File: src/rtl/hazard_pkg.sv
// rtl/hazard_pkg.sv - shared types and constants for the hazard controller
package hazard_pkg;

    typedef enum logic [1:0] {
        FWD_NONE = 2'b00,
        FWD_W    = 2'b01,
        FWD_M    = 2'b10
    } fwd_sel_t;

    typedef enum logic {
        RUN  = 1'b0,
        WAIT = 1'b1
    } hz_state_t;

    localparam int unsigned ZERO_REG = 0;

endpackage

File: src/rtl/hazard_controller_if.sv
// rtl/hazard_controller_if.sv - pipeline <-> hazard controller signal bundle
interface hazard_controller_if
    import hazard_pkg::*;
#(
    parameter int REG_AW    = 5,
    parameter int CNT_WIDTH = 16
);
    logic [REG_AW-1:0]    Rs1D, Rs2D, Rs1E, Rs2E;
    logic [REG_AW-1:0]    RdE, RdM, RdW;
    logic                 RegWriteM, RegWriteW;
    logic                 LoadE, PCSrcE, MemReqM, MemReadyM;
    fwd_sel_t             ForwardAE, ForwardBE;
    logic                 StallF, StallD, StallE, StallM;
    logic                 FlushD, FlushE, FlushW;
    logic                 MemError;
    logic [CNT_WIDTH-1:0] StallCount, FlushCount;

    modport master (
        output Rs1D, Rs2D, Rs1E, Rs2E, RdE, RdM, RdW,
        output RegWriteM, RegWriteW, LoadE, PCSrcE, MemReqM, MemReadyM,
        input  ForwardAE, ForwardBE, StallF, StallD, StallE, StallM,
        input  FlushD, FlushE, FlushW, MemError, StallCount, FlushCount
    );

    modport slave (
        input  Rs1D, Rs2D, Rs1E, Rs2E, RdE, RdM, RdW,
        input  RegWriteM, RegWriteW, LoadE, PCSrcE, MemReqM, MemReadyM,
        output ForwardAE, ForwardBE, StallF, StallD, StallE, StallM,
        output FlushD, FlushE, FlushW, MemError, StallCount, FlushCount
    );
endinterface

File: src/rtl/forward_unit.sv
// rtl/forward_unit.sv - forwarding select for one E-stage ALU operand
module forward_unit
    import hazard_pkg::*;
#(
    parameter int REG_AW = 5
) (
    input  logic [REG_AW-1:0] rs,
    input  logic [REG_AW-1:0] rd_m,
    input  logic [REG_AW-1:0] rd_w,
    input  logic              reg_write_m,
    input  logic              reg_write_w,
    output fwd_sel_t          fwd
);
    localparam logic [REG_AW-1:0] X0 = REG_AW'(ZERO_REG);

    // Younger producer (M) wins over older (W); x0 is never forwarded.
    always_comb begin
        fwd = FWD_NONE;
        if (reg_write_m && (rd_m != X0) && (rd_m == rs)) begin
            fwd = FWD_M;
        end else if (reg_write_w && (rd_w != X0) && (rd_w == rs)) begin
            fwd = FWD_W;
        end
    end
endmodule

File: src/rtl/hazard_controller.sv
// rtl/hazard_controller.sv - forwarding, stall/flush and memory wait watchdog (optional HAZARD_PERF_EN perf counters)
module hazard_controller
    import hazard_pkg::*;
#(
    parameter int REG_AW    = 5,
    parameter int MAX_WAIT  = 15,
    parameter int CNT_WIDTH = 16
) (
    input  logic         clk,
    input  logic         rst,
    hazard_controller_if.slave hz
);
    localparam logic [REG_AW-1:0]    X0      = REG_AW'(ZERO_REG);
    localparam logic [CNT_WIDTH-1:0] MAX_CNT = CNT_WIDTH'(MAX_WAIT);

    fwd_sel_t             fwd_a, fwd_b;
    logic                 mem_stall, load_use;
    hz_state_t            state, state_nxt;
    logic [CNT_WIDTH-1:0] wait_cnt, wait_cnt_nxt;
    logic                 timeout;
    logic                 mem_error;
    logic                 stall_f, stall_d, stall_e, stall_m;
    logic                 flush_d, flush_e, flush_w;

    forward_unit #(.REG_AW(REG_AW)) u_fwd_a (
        .rs(hz.Rs1E), .rd_m(hz.RdM), .rd_w(hz.RdW),
        .reg_write_m(hz.RegWriteM), .reg_write_w(hz.RegWriteW), .fwd(fwd_a)
    );

    forward_unit #(.REG_AW(REG_AW)) u_fwd_b (
        .rs(hz.Rs2E), .rd_m(hz.RdM), .rd_w(hz.RdW),
        .reg_write_m(hz.RegWriteM), .reg_write_w(hz.RegWriteW), .fwd(fwd_b)
    );

    assign mem_stall = hz.MemReqM & ~hz.MemReadyM;
    assign load_use  = hz.LoadE & (hz.RdE != X0) & ((hz.RdE == hz.Rs1D) | (hz.RdE == hz.Rs2D));

    // State register: watchdog FSM, wait counter and sticky error flag.
    always_ff @(posedge clk) begin
        if (rst) begin
            state     <= RUN;
            wait_cnt  <= '0;
            mem_error <= 1'b0;
        end else begin
            state    <= state_nxt;
            wait_cnt <= wait_cnt_nxt;
            if (timeout) begin
                mem_error <= 1'b1;
            end
        end
    end

    // Next state: enter WAIT on an unacknowledged request, count until ready.
    always_comb begin
        state_nxt    = state;
        wait_cnt_nxt = wait_cnt;
        case (state)
            RUN: begin
                if (mem_stall) begin
                    state_nxt    = WAIT;
                    wait_cnt_nxt = CNT_WIDTH'(1);
                end
            end
            WAIT: begin
                if (hz.MemReadyM) begin
                    state_nxt    = RUN;
                    wait_cnt_nxt = '0;
                end else if (wait_cnt != MAX_CNT) begin
                    wait_cnt_nxt = wait_cnt + CNT_WIDTH'(1);
                end
            end
            default: begin
                state_nxt    = RUN;
                wait_cnt_nxt = '0;
            end
        endcase
    end

    // Outputs: watchdog trip plus prioritised stall/flush; the freeze tracks mem_stall, not the state.
    always_comb begin
        timeout = (state == WAIT) && (wait_cnt == MAX_CNT) && !hz.MemReadyM;
        stall_f = 1'b0;
        stall_d = 1'b0;
        stall_e = 1'b0;
        stall_m = 1'b0;
        flush_d = 1'b0;
        flush_e = 1'b0;
        flush_w = 1'b0;
        if (rst) begin
            flush_d = 1'b1;
            flush_e = 1'b1;
            flush_w = 1'b1;
        end else if (mem_stall) begin
            stall_f = 1'b1;
            stall_d = 1'b1;
            stall_e = 1'b1;
            stall_m = 1'b1;
            flush_w = 1'b1;
        end else if (hz.PCSrcE) begin
            flush_d = 1'b1;
            flush_e = 1'b1;
        end else if (load_use) begin
            stall_f = 1'b1;
            stall_d = 1'b1;
            flush_e = 1'b1;
        end
    end

    assign hz.ForwardAE = rst ? FWD_NONE : fwd_a;
    assign hz.ForwardBE = rst ? FWD_NONE : fwd_b;
    assign hz.StallF    = stall_f;
    assign hz.StallD    = stall_d;
    assign hz.StallE    = stall_e;
    assign hz.StallM    = stall_m;
    assign hz.FlushD    = flush_d;
    assign hz.FlushE    = flush_e;
    assign hz.FlushW    = flush_w;
    assign hz.MemError  = mem_error;

`ifdef HAZARD_PERF_EN
    logic [CNT_WIDTH-1:0] stall_cnt, flush_cnt;

    // Saturating perf counters for stalled and flushed cycles.
    always_ff @(posedge clk) begin
        if (rst) begin
            stall_cnt <= '0;
            flush_cnt <= '0;
        end else begin
            if ((stall_f | stall_d | stall_e | stall_m) && (stall_cnt != '1)) begin
                stall_cnt <= stall_cnt + CNT_WIDTH'(1);
            end
            if ((flush_d | flush_e) && (flush_cnt != '1)) begin
                flush_cnt <= flush_cnt + CNT_WIDTH'(1);
            end
        end
    end

    assign hz.StallCount = stall_cnt;
    assign hz.FlushCount = flush_cnt;
`else
    assign hz.StallCount = '0;
    assign hz.FlushCount = '0;
`endif
endmodule

File: src/flat_wrapper.sv
// flat-port wrapper written by rule: the top's interface ports become plain ports
module hazard_controller_flat import hazard_pkg::*;
#(
    parameter int REG_AW    = 5,
    parameter int MAX_WAIT  = 15,
    parameter int CNT_WIDTH = 16
)
  (clk, rst, hz_Rs1D, hz_Rs2D, hz_Rs1E, hz_Rs2E, hz_RdE, hz_RdM, hz_RdW, hz_RegWriteM, hz_RegWriteW, hz_LoadE, hz_PCSrcE, hz_MemReqM, hz_MemReadyM, hz_ForwardAE, hz_ForwardBE, hz_StallF, hz_StallD, hz_StallE, hz_StallM, hz_FlushD, hz_FlushE, hz_FlushW, hz_MemError, hz_StallCount, hz_FlushCount);
  hazard_controller_if #(.REG_AW(REG_AW), .CNT_WIDTH(CNT_WIDTH)) hz_i ();
  input  logic clk;
  input  logic rst;
  input wire logic [$bits(hz_i.Rs1D)-1:0] hz_Rs1D;
  input wire logic [$bits(hz_i.Rs2D)-1:0] hz_Rs2D;
  input wire logic [$bits(hz_i.Rs1E)-1:0] hz_Rs1E;
  input wire logic [$bits(hz_i.Rs2E)-1:0] hz_Rs2E;
  input wire logic [$bits(hz_i.RdE)-1:0] hz_RdE;
  input wire logic [$bits(hz_i.RdM)-1:0] hz_RdM;
  input wire logic [$bits(hz_i.RdW)-1:0] hz_RdW;
  input wire logic [$bits(hz_i.RegWriteM)-1:0] hz_RegWriteM;
  input wire logic [$bits(hz_i.RegWriteW)-1:0] hz_RegWriteW;
  input wire logic [$bits(hz_i.LoadE)-1:0] hz_LoadE;
  input wire logic [$bits(hz_i.PCSrcE)-1:0] hz_PCSrcE;
  input wire logic [$bits(hz_i.MemReqM)-1:0] hz_MemReqM;
  input wire logic [$bits(hz_i.MemReadyM)-1:0] hz_MemReadyM;
  output wire logic [$bits(hz_i.ForwardAE)-1:0] hz_ForwardAE;
  output wire logic [$bits(hz_i.ForwardBE)-1:0] hz_ForwardBE;
  output wire logic [$bits(hz_i.StallF)-1:0] hz_StallF;
  output wire logic [$bits(hz_i.StallD)-1:0] hz_StallD;
  output wire logic [$bits(hz_i.StallE)-1:0] hz_StallE;
  output wire logic [$bits(hz_i.StallM)-1:0] hz_StallM;
  output wire logic [$bits(hz_i.FlushD)-1:0] hz_FlushD;
  output wire logic [$bits(hz_i.FlushE)-1:0] hz_FlushE;
  output wire logic [$bits(hz_i.FlushW)-1:0] hz_FlushW;
  output wire logic [$bits(hz_i.MemError)-1:0] hz_MemError;
  output wire logic [$bits(hz_i.StallCount)-1:0] hz_StallCount;
  output wire logic [$bits(hz_i.FlushCount)-1:0] hz_FlushCount;
  assign hz_i.Rs1D = hz_Rs1D;
  assign hz_i.Rs2D = hz_Rs2D;
  assign hz_i.Rs1E = hz_Rs1E;
  assign hz_i.Rs2E = hz_Rs2E;
  assign hz_i.RdE = hz_RdE;
  assign hz_i.RdM = hz_RdM;
  assign hz_i.RdW = hz_RdW;
  assign hz_i.RegWriteM = hz_RegWriteM;
  assign hz_i.RegWriteW = hz_RegWriteW;
  assign hz_i.LoadE = hz_LoadE;
  assign hz_i.PCSrcE = hz_PCSrcE;
  assign hz_i.MemReqM = hz_MemReqM;
  assign hz_i.MemReadyM = hz_MemReadyM;
  assign hz_ForwardAE = hz_i.ForwardAE;
  assign hz_ForwardBE = hz_i.ForwardBE;
  assign hz_StallF = hz_i.StallF;
  assign hz_StallD = hz_i.StallD;
  assign hz_StallE = hz_i.StallE;
  assign hz_StallM = hz_i.StallM;
  assign hz_FlushD = hz_i.FlushD;
  assign hz_FlushE = hz_i.FlushE;
  assign hz_FlushW = hz_i.FlushW;
  assign hz_MemError = hz_i.MemError;
  assign hz_StallCount = hz_i.StallCount;
  assign hz_FlushCount = hz_i.FlushCount;
  hazard_controller #(.REG_AW(REG_AW), .MAX_WAIT(MAX_WAIT), .CNT_WIDTH(CNT_WIDTH)) u_core (.clk(clk), .rst(rst), .hz(hz_i));
endmodule
File: config.mk
export PLATFORM = sky130hd
export DESIGN_NAME = hazard_controller_flat
export DESIGN_NICKNAME = d
export VERILOG_FILES = /design/src/rtl/hazard_pkg.sv /design/src/rtl/hazard_controller_if.sv /design/src/rtl/forward_unit.sv /design/src/rtl/hazard_controller.sv /design/src/flat_wrapper.sv
export SDC_FILE = /design/constraint.sdc
export NUM_CORES = 1
export LEC_CHECK = 0
export ABC_AREA = 1
export ABC_CLOCK_PERIOD_IN_PS = 2000
export CORE_ASPECT_RATIO = 0.7
export CORE_MARGIN = 4
export CORE_UTILIZATION = 43
export DETAILED_ROUTE_END_ITERATION = 8
export GPL_ROUTABILITY_DRIVEN = 0
export PLACE_DENSITY = 0.84
export SYNTH_ARGS = -nofsm -noshare
export SYNTH_HDL_FRONTEND = slang
export SYNTH_SLANG_ARGS = --single-unit
export TNS_END_PERCENT = 30
File: constraint.sdc
create_clock -name clk -period 2 [get_ports clk]
set_clock_uncertainty 0.15 [all_clocks]
set_input_delay 0.4 -clock clk [delete_from_list [all_inputs] [get_ports clk]]
set_output_delay 0.4 -clock clk [all_outputs]
set_load 0.05 [all_outputs]
; Yosys cells after proc, flatten, opt, wreduce, memory -nomap -nowiden
; Cells that the tools add are included.
[op_classes]
n_addsub = 1
eq_ne = 10
mux = 25
n_bitwise = 6
reduce_logical = 13
[ops]
columns = cell, count
row1 = two-way mux 16 bit, 3
row2 = one-hot mux 16 bit (2 select lines), 1
row3 = == test 5 bit, 6
row4 = adder 16 x 1 -> 16 bit (second input constant), 1
row5 = == test 16 x 4 -> 1 bit (second input constant), 1
row6 = two-way mux 1 bit, 16
row7 = inequality test 16 x 4 -> 1 bit (second input constant), 1
row8 = nonzero test 5 bit, 3
row9 = logical AND 1 bit, 8
row10 = two-way mux 2 bit, 4
row11 = bitwise AND 1 bit, 3
row12 = inequality test 3 bit (second input constant), 1
row13 = inequality test 2 x 1 -> 1 bit (second input constant), 1
row14 = NOT 1 bit, 2
row15 = one-hot mux 1 bit (2 select lines), 1
row16 = AND reduction 2 bit, 1
row17 = zero test 1 bit, 1
row18 = bitwise OR 1 bit, 1
[totals]
regBits = 18
wordCells = 58

; Logic depth before layout (Yosys ltp)
; Gate-level depths: netlist of the first run.
[depth]
ltp_word = 7
mapped_depth = 9
depth_no_buf = 9

; By module
; Synthesis of the first run repeated with hierarchy kept, for this count alone.
[unflattened]
hier_cells = 371
hier_area_um2 = 2145.8
[modules_own_cells]
columns = module, n_inst, cells_per_inst, area_per_inst_um2, seq_area_each_um2
row1 = hazard_controller, 1, 271, 1717.9, 360.3
row2 = forward_unit, 2, 50, 214.0, 0.0

; Worst setup path before layout of the first run
; OpenSTA, ideal clock, no wires.
[synth_timing]
kind = input-to-output
startpoint = in hz_MemReadyM
endpoint = out hz_FlushE
arrival_ns = 2.309
t_required_ns = 1.450
setup_slack_ns = -0.859
stages = 7
path_buffers = 1
cell_sequence = inv_2 > buf_4 > nand2_4 > nor2_1 > nor2_1 > inv_1 > nand2_1
[synth_via]
elab_chain_cells = 4
[synth_lines]
columns = element, line
row1 = start: declaration, flat_wrapper.sv:24  ; input wire logic [$bits(hz_i.MemReadyM)-1:0] hz_MemReadyM;
row2 = NOT 1 bit, hazard_controller.sv:35  ; assign mem_stall = hz.MemReqM & ~hz.MemReadyM;
row3 = bitwise AND 1 bit, hazard_controller.sv:35
row4 = two-way mux 1 bit, hazard_controller.sv:93  ; end else if (mem_stall) begin
row5 = two-way mux 1 bit, hazard_controller.sv:89  ; if (rst) begin
row6 = end: declaration, flat_wrapper.sv:32  ; output wire logic [$bits(hz_i.FlushE)-1:0] hz_FlushE;
; Every way passes these cells.

; Final worst setup path of the first run
[layout_timing]
startpoint = in hz_PCSrcE
endpoint = out hz_FlushE
[layout_via]
elab_chain_cells = 3
[layout_lines]
columns = element, line
row1 = start: declaration, flat_wrapper.sv:22  ; input wire logic [$bits(hz_i.PCSrcE)-1:0] hz_PCSrcE;
row2 = two-way mux 1 bit, hazard_controller.sv:99  ; end else if (hz.PCSrcE) begin
row3 = two-way mux 1 bit, hazard_controller.sv:93
row4 = two-way mux 1 bit, hazard_controller.sv:89
; Every way passes these cells.

==> results of run 1 <==
## area by class of cell
| type | count | area, sq um | area share |
|---|---|---|---|
| Inverter | 28 | 105 | 0.0387 |
| Clock buffer | 4 | 55.1 | 0.0203 |
| Sequential cell | 18 | 360 | 0.133 |
| Multi-Input combinational cell | 256 | 1460 | 0.537 |
| Tap cell | 55 | 68.8 | 0.0253 |
| Timing Repair Buffer | 73 | 669 | 0.246 |
## stage by stage
stage	setup TNS (ns)	util	hold slack (ns)	power, mW
6_report	0	0.620	0.305	1.15
3_5_place_dp	-2.72	0.607	0.297	0.844
5_1_grt	-0.0161	0.620	0.309	1.20
2_1_floorplan	-0.313	-	0.322	0.713
4_1_cts	0	0.626	0.308	1.14
3_3_place_gp	-2.30	0.607	0.292	0.837
## critical path, delay by kind of cell
family                 cells  cell delay, ns
and+or+nand+nor            3            0.25
buffers and inverters      4            0.77
## report_power, final
group / internal [mW] / switching (mW) / leakage, nW
clock network: 0.175 / 0.137 / 0.0288
logic: 0.157 / 0.313 / 1.03
registers: 0.361 / 0.00425 / 0.145
## registers in the layout, indices dropped and copies added (netlist names)
| name | count |
|---|---|
| u_core.state | 1 |
| u_core.hz.MemError | 1 |
| u_core.wait_cnt | 16 |
## worst paths after layout
| path | to | cells past startpoint | slack (ns) |
|---|---|---|---|
| worst max register to register | u_core.wait_cnt[7] | 7 | 0.23 |
| worst max-delay path | hz_FlushE | 7 | 0.03 |
| worst min register to register | u_core.hz.MemError | 2 | 0.31 |
| worst min-delay path | u_core.hz.MemError | 2 | 0.31 |
## cell families (layout without fill, tap and decap cells)
kind of cell	Yosys count	after routing	synth area share
AO/OA/AOI/OAI	27	27	0.0873
buffers and inverters	68	105	0.206
AND/OR/NAND/NOR	169	169	0.396
adder cells (fa/ha/maj)	1	1	0.00633
flip-flops	18	18	0.182
other	1	32	0.00190
XOR/XNOR	27	27	0.120
## what timing repair did
| action | 4_1_cts | 5_1_grt |
|---|---|---|
| gates resized for setup | 87 | 49 |
| cloned | 0 | 0 |
| pin swaps | 29 | 31 |
| setup endpoints to repair | 11 | 9 |
| setup buffers | 1 | 0 |
## cells in the mapped netlist (all sizes together) (4+ instances only)
cell type	count
dfxtp	18
nand3	25
nor2	54
nand4	10
xor2	20
nand2	71
o21ai	10
nor3	4
buf	38
a21oi	14
inv	28
xnor2	7
## per-layer routing
metal | vias up | wire length (um)
li1 | 1053 | -
met1 | 942 | 2320
met2 | 68 | 2960
met3 | 2 | 360
met4 | 0 | 13
met5 | - | 0
==> results.json, run 1 <==
{
  "status": "finished, final reports clean",
  "post-route-drc-count": 0,
  "met3_usage": 0.0394,
  "period_share": 0.985,
  "worstSetupPathType": "in2out",
  "die_w_um": 89.0,
  "cts_made_buffers": 3,
  "synth-edff-count": 0,
  "layout_commonest_cell": "nand2_1",
  "grt_use_total": 0.200,
  "die_h_um": 64.7,
  "num_rows": 20,
  "async_reset_ff_frac": 0,
  "grt_max_degree": 15,
  "hold_start": "u_core.hz.MemError",
  "numPortBuffers": 54,
  "grt_overflow": 0,
  "power_density_mw_per_mm2": 423,
  "synth_area_sq_mm": 0.00198,
  "crit_start": "hz_PCSrcE",
  "grt_pass1_wl_um": 9160,
  "timing.final.ws_setup_ns": 0.0301,
  "vias_per_cell": 4.76,
  "crit_slowest_cell": "clkdlybuf4s50_1",
  "grtUsageMet2": 0.349,
  "path_clk_slew_ns": 0.07,
  "wirelength_um": 5650,
  "ir_drop_mv": 0.431,
  "cp_cell_sequence": "clkdlybuf4s50_1 > nor2_1 > buf_4 > nor2_4 > inv_1 > nand2_2 > buf_12",
  "worstPathArrival_ns": 1.42,
  "place_inst": 429,
  "htree_levels": 1,
  "synth_top_cell_area_share": 0.182,
  "yosys_most_used_dff": "dfxtp_1",
  "synthCells": 311,
  "cts_hold_buf": 0,
  "cts.sinks": 18,
  "worst_skew_pair.late_latency_ns": 0.26,
  "nNetsFinal": 424,
  "vias": 2065,
  "setup_violations": 0,
  "grt_pass1_vias": 2022,
  "fill_cells": 409,
  "worst_setup_path_start_kind": "input port",
  "critPathCaptureType": "output port",
  "preCtsSetupSlack_ns": -0.322,
  "dr.pass1.iters": 4,
  "cts_tree": "yes",
  "ctsRootBufferMaster": "clkbuf_8",
  "wl_per_cell_um": 13.0,
  "area_growth_pct": 37.4,
  "critPathMaxStageDelay_ns": 0.40,
  "final_antenna_net_count": 0,
  "p_leak_nw": 1.20,
  "ios": 87,
  "placed_area_sq_mm": 0.00266,
  "yosysUniqueCellTypes": 30,
  "final_cell_mix": "nand2_1 (58), nor2_1 (42), conb_1 (32)",
  "post-dp-hpwl_um": 4640,
  "core_area_sq_mm": 0.00438,
  "min_path_type": "reg2reg",
  "first_iter_violations": 154,
  "min_period_ns": 1.97,
  "busiest_layer": "met2",
  "synth_top_area_cell": "dfxtp_1",
  "slew_viol_final": 0,
  "avgSynthCellArea_sq_um": 6.36,
  "clockBufferDepth": 2,
  "rsz0062_at_grt": "yes",
  "ys_top_cells_by_area": "dfxtp_1 (18%), buf_4 (14%), nand2_1 (12%)",
  "timing.fmax_mhz": 508,
  "crit_required_ns": 1.45,
  "antenna_found_initial": 0,
  "seq_area_frac_synth": 0.182,
  "synth_warnings": 0,
  "ys_ff_latch": 18,
  "stdcell_area_sq_mm": 0.00272,
  "cp_max_fo": 2,
  "instances_no_fill": 434,
  "r2r_start": "u_core.wait_cnt[0]",
  "drv_cap": 0,
  "drive_gt1_frac": 0.306,
  "initial_utilization": 0.451,
  "grtUsageMet1": 0.260,
  "die-area_sq_mm": 0.00576,
  "hold_violations": 0,
  "antenna_cells": 0
}
Note: power is estimated with default switching activity, not from simulation.
==> inputs of run 2 (changes only) <==
--- a/config.mk
+++ b/config.mk
@@ -6,13 +6,14 @@
 export NUM_CORES = 1
 export LEC_CHECK = 0
 export ABC_AREA = 1
-export ABC_CLOCK_PERIOD_IN_PS = 2000
+export ABC_CLOCK_PERIOD_IN_PS = 2300
 export CORE_ASPECT_RATIO = 0.7
 export CORE_MARGIN = 4
-export CORE_UTILIZATION = 43
+export CORE_UTILIZATION = 46
 export DETAILED_ROUTE_END_ITERATION = 8
 export GPL_ROUTABILITY_DRIVEN = 0
-export PLACE_DENSITY = 0.84
+export PLACE_DENSITY = 0.89
+export SLEW_MARGIN = 20
 export SYNTH_ARGS = -nofsm -noshare
 export SYNTH_HDL_FRONTEND = slang
 export SYNTH_SLANG_ARGS = --single-unit
==> constraint.sdc (replaced) <==
create_clock -name clk -period 2.3 [get_ports clk]
set_clock_uncertainty 0.15 [all_clocks]
set_input_delay 0.46 -clock clk [delete_from_list [all_inputs] [get_ports clk]]
set_output_delay 0.46 -clock clk [all_outputs]
set_load 0.05 [all_outputs]
==> results.json, run 2 (synthesis results as in run 1) <==
{
  "status": "finished, final reports clean",
  "crit_slowest_cell": "clkdlybuf4s50_1",
  "path_buf_inv": 2,
  "crit_start": "hz_Rs2E[4]",
  "crit_family": "buffers and inverters",
  "layout_commonest_cell": "nand2_1",
  "relSlewSlack": 0.664,
  "vias": 2061,
  "p_leak_nw": 1.25,
  "cp_cell_sequence": "clkdlybuf4s50_1 > xor2_1 > nor3_1 > nand3_1 > nor2_4 > buf_12",
  "critPathCaptureType": "output port",
  "die_h_um": 62.9,
  "post-route-drc-count": 0,
  "grt_pass1_wl_um": 8870,
  "antenna_found_initial": 0,
  "grt_overflow": 0,
  "area_growth_pct": 36.3,
  "setup_violations": 0,
  "r2r_end": "u_core.wait_cnt[3]",
  "die-area_sq_mm": 0.00543,
  "numPortBuffers": 54,
  "htree_levels": 1,
  "final_cell_mix": "nand2_1 (58), nor2_1 (43), conb_1 (32)",
  "timing.fmax_mhz": 436,
  "drv_cap": 0,
  "stdcell_area_sq_mm": 0.00269,
  "placed_area_sq_mm": 0.00258,
  "vias_per_cell": 4.90,
  "core_area_sq_mm": 0.00404,
  "fill_cells": 357,
  "initial_utilization": 0.489,
  "die_w_um": 86.4,
  "ir_drop_mv": 0.395,
  "cts.sinks": 18,
  "first_iter_violations": 117,
  "worstSetupPathType": "in2out",
  "regToRegSetupSlack_ns": 0.38,
  "power_density_mw_per_mm2": 349,
  "wirelength_um": 5700,
  "final_core_util": 0.667,
  "holdPathEnd": "u_core.hz.MemError",
  "num_rows": 19,
  "critPathMaxStageDelay_ns": 0.45,
  "wl_per_cell_um": 13.5,
  "crit_required_ns": 1.69,
  "worst_skew_pair.late_latency_ns": 0.26,
  "ios": 87,
  "antenna_cells": 0,
  "hold_start": "u_core.hz.MemError",
  "rsz0062_at_grt": "yes",
  "r2r_start": "u_core.wait_cnt[0]",
  "cp_max_fo": 2,
  "hold_violations": 0,
  "path_clk_slew_ns": 0.07,
  "ff2ff_path_depth": 7,
  "dr.pass1.iters": 4,
  "clockBufferDepth": 2,
  "final_antenna_net_count": 0,
  "min_path_type": "reg2reg",
  "min_period_ns": 2.30,
  "drive_gt1_frac": 0.190,
  "grt_pass1_vias": 1956,
  "period_share": 0.998,
  "nNetsFinal": 415,
  "cts_made_buffers": 3,
  "ctsRootBufferMaster": "clkbuf_8",
  "slew_viol_final": 0,
  "regMostFlops": "u_core.wait_cnt",
  "largest_reg_flops": 16,
  "post-dp-hpwl_um": 4650,
  "post_cts_buffers": 0,
  "worst_setup_path_start_kind": "input port",
  "grt_max_degree": 15,
  "grt_use_total": 0.203,
  "worstPathArrival_ns": 1.69,
  "cts_tree": "yes",
  "tightestPinTransition_ns": 0.503,
  "hold_depth": 2,
  "hold_ws_ns": 0.310
}
[run 2: cell count changes in the layout (fill, tap and decap cells not counted), moves of 6 or more]
| cell | before | now |
|---|---|---|
| clkbuf_2 | 13 | 0 |
| buf_4 | 19 | 10 |
| dlymetal6s2s_1 | 0 | 11 |
| buf_2 | 10 | 0 |
| clkdlybuf4s15_1 | 8 | 0 |
| clkdlybuf4s50_1 | 3 | 9 |
| dlygate4sd2_1 | 6 | 23 |
[run 2: layout make-up]
type / instances / area [sq um] / share of cell area
tap: 52 / 65.1 / 0.0242
sequential: 18 / 360 / 0.134
inverter: 28 / 105 / 0.0390
timing repair buffer: 64 / 719 / 0.267
multi-input combinational: 256 / 1400 / 0.521
clock buffer: 3 / 41.3 / 0.0153
[run 2: worst max-delay path by stage]
stage,end,slack [ns],cells past startpoint
2_1_floorplan,hz_FlushE,-0.09,5
3_3_place_gp,hz_ForwardAE[0],-0.13,7
3_5_place_dp,hz_ForwardBE[1],-0.16,7
4_1_cts,hz_StallD,0.008,7
5_1_grt,hz_ForwardBE[0],-0.03,6
6_report,hz_ForwardBE[0],0.004,6
[run 2: per-stage QoR]
| step | setup WS, ns | instances | setup TNS [ns] | total power, mW |
|---|---|---|---|---|
| 3_3_place_gp | -0.133 | 418 | -0.708 | 0.718 |
| 4_1_cts | 0.00755 | 421 | 0 | 0.931 |
| 2_1_floorplan | -0.0935 | 342 | -0.175 | 0.616 |
| 6_report | 0.00399 | 421 | 0 | 0.941 |
| 3_5_place_dp | -0.164 | 418 | -0.856 | 0.725 |
| 5_1_grt | -0.0269 | 421 | -0.0269 | 0.980 |
[run 2: routing by layer]
layer	vias to the layer above	global-route usage	routed length (um)
met1	965	0.255	2350
li1	1034	-	-
met5	-	0	0
met4	0	0.0311	28
met3	4	0.0474	368
met2	58	0.358	2950
[run 2: repair_timing]
item | in CTS | in global routing
resized for setup | 32 | 21
hold buffers | 0 | 0
pin swaps | 10 | 16
setup endpoints to repair | 7 | 7
[run 2: power by group]
group	total, mW	switching (mW)	leakage, nW	internal (mW)
combinational	0.394	0.261	1.08	0.133
sequential	0.321	0.00653	0.145	0.314
clock	0.225	0.109	0.0216	0.117
[run 2: worst register-to-register path: cells and delay by family (launching register included)]
| kind | cells | cell delay (ns) |
|---|---|---|
| flip-flops | 1 | 0.46 |
| AO/OA/AOI/OAI | 1 | 0.15 |
| AND/OR/NAND/NOR | 5 | 0.73 |
| adder cells (fa/ha/maj) | 1 | 0.36 |
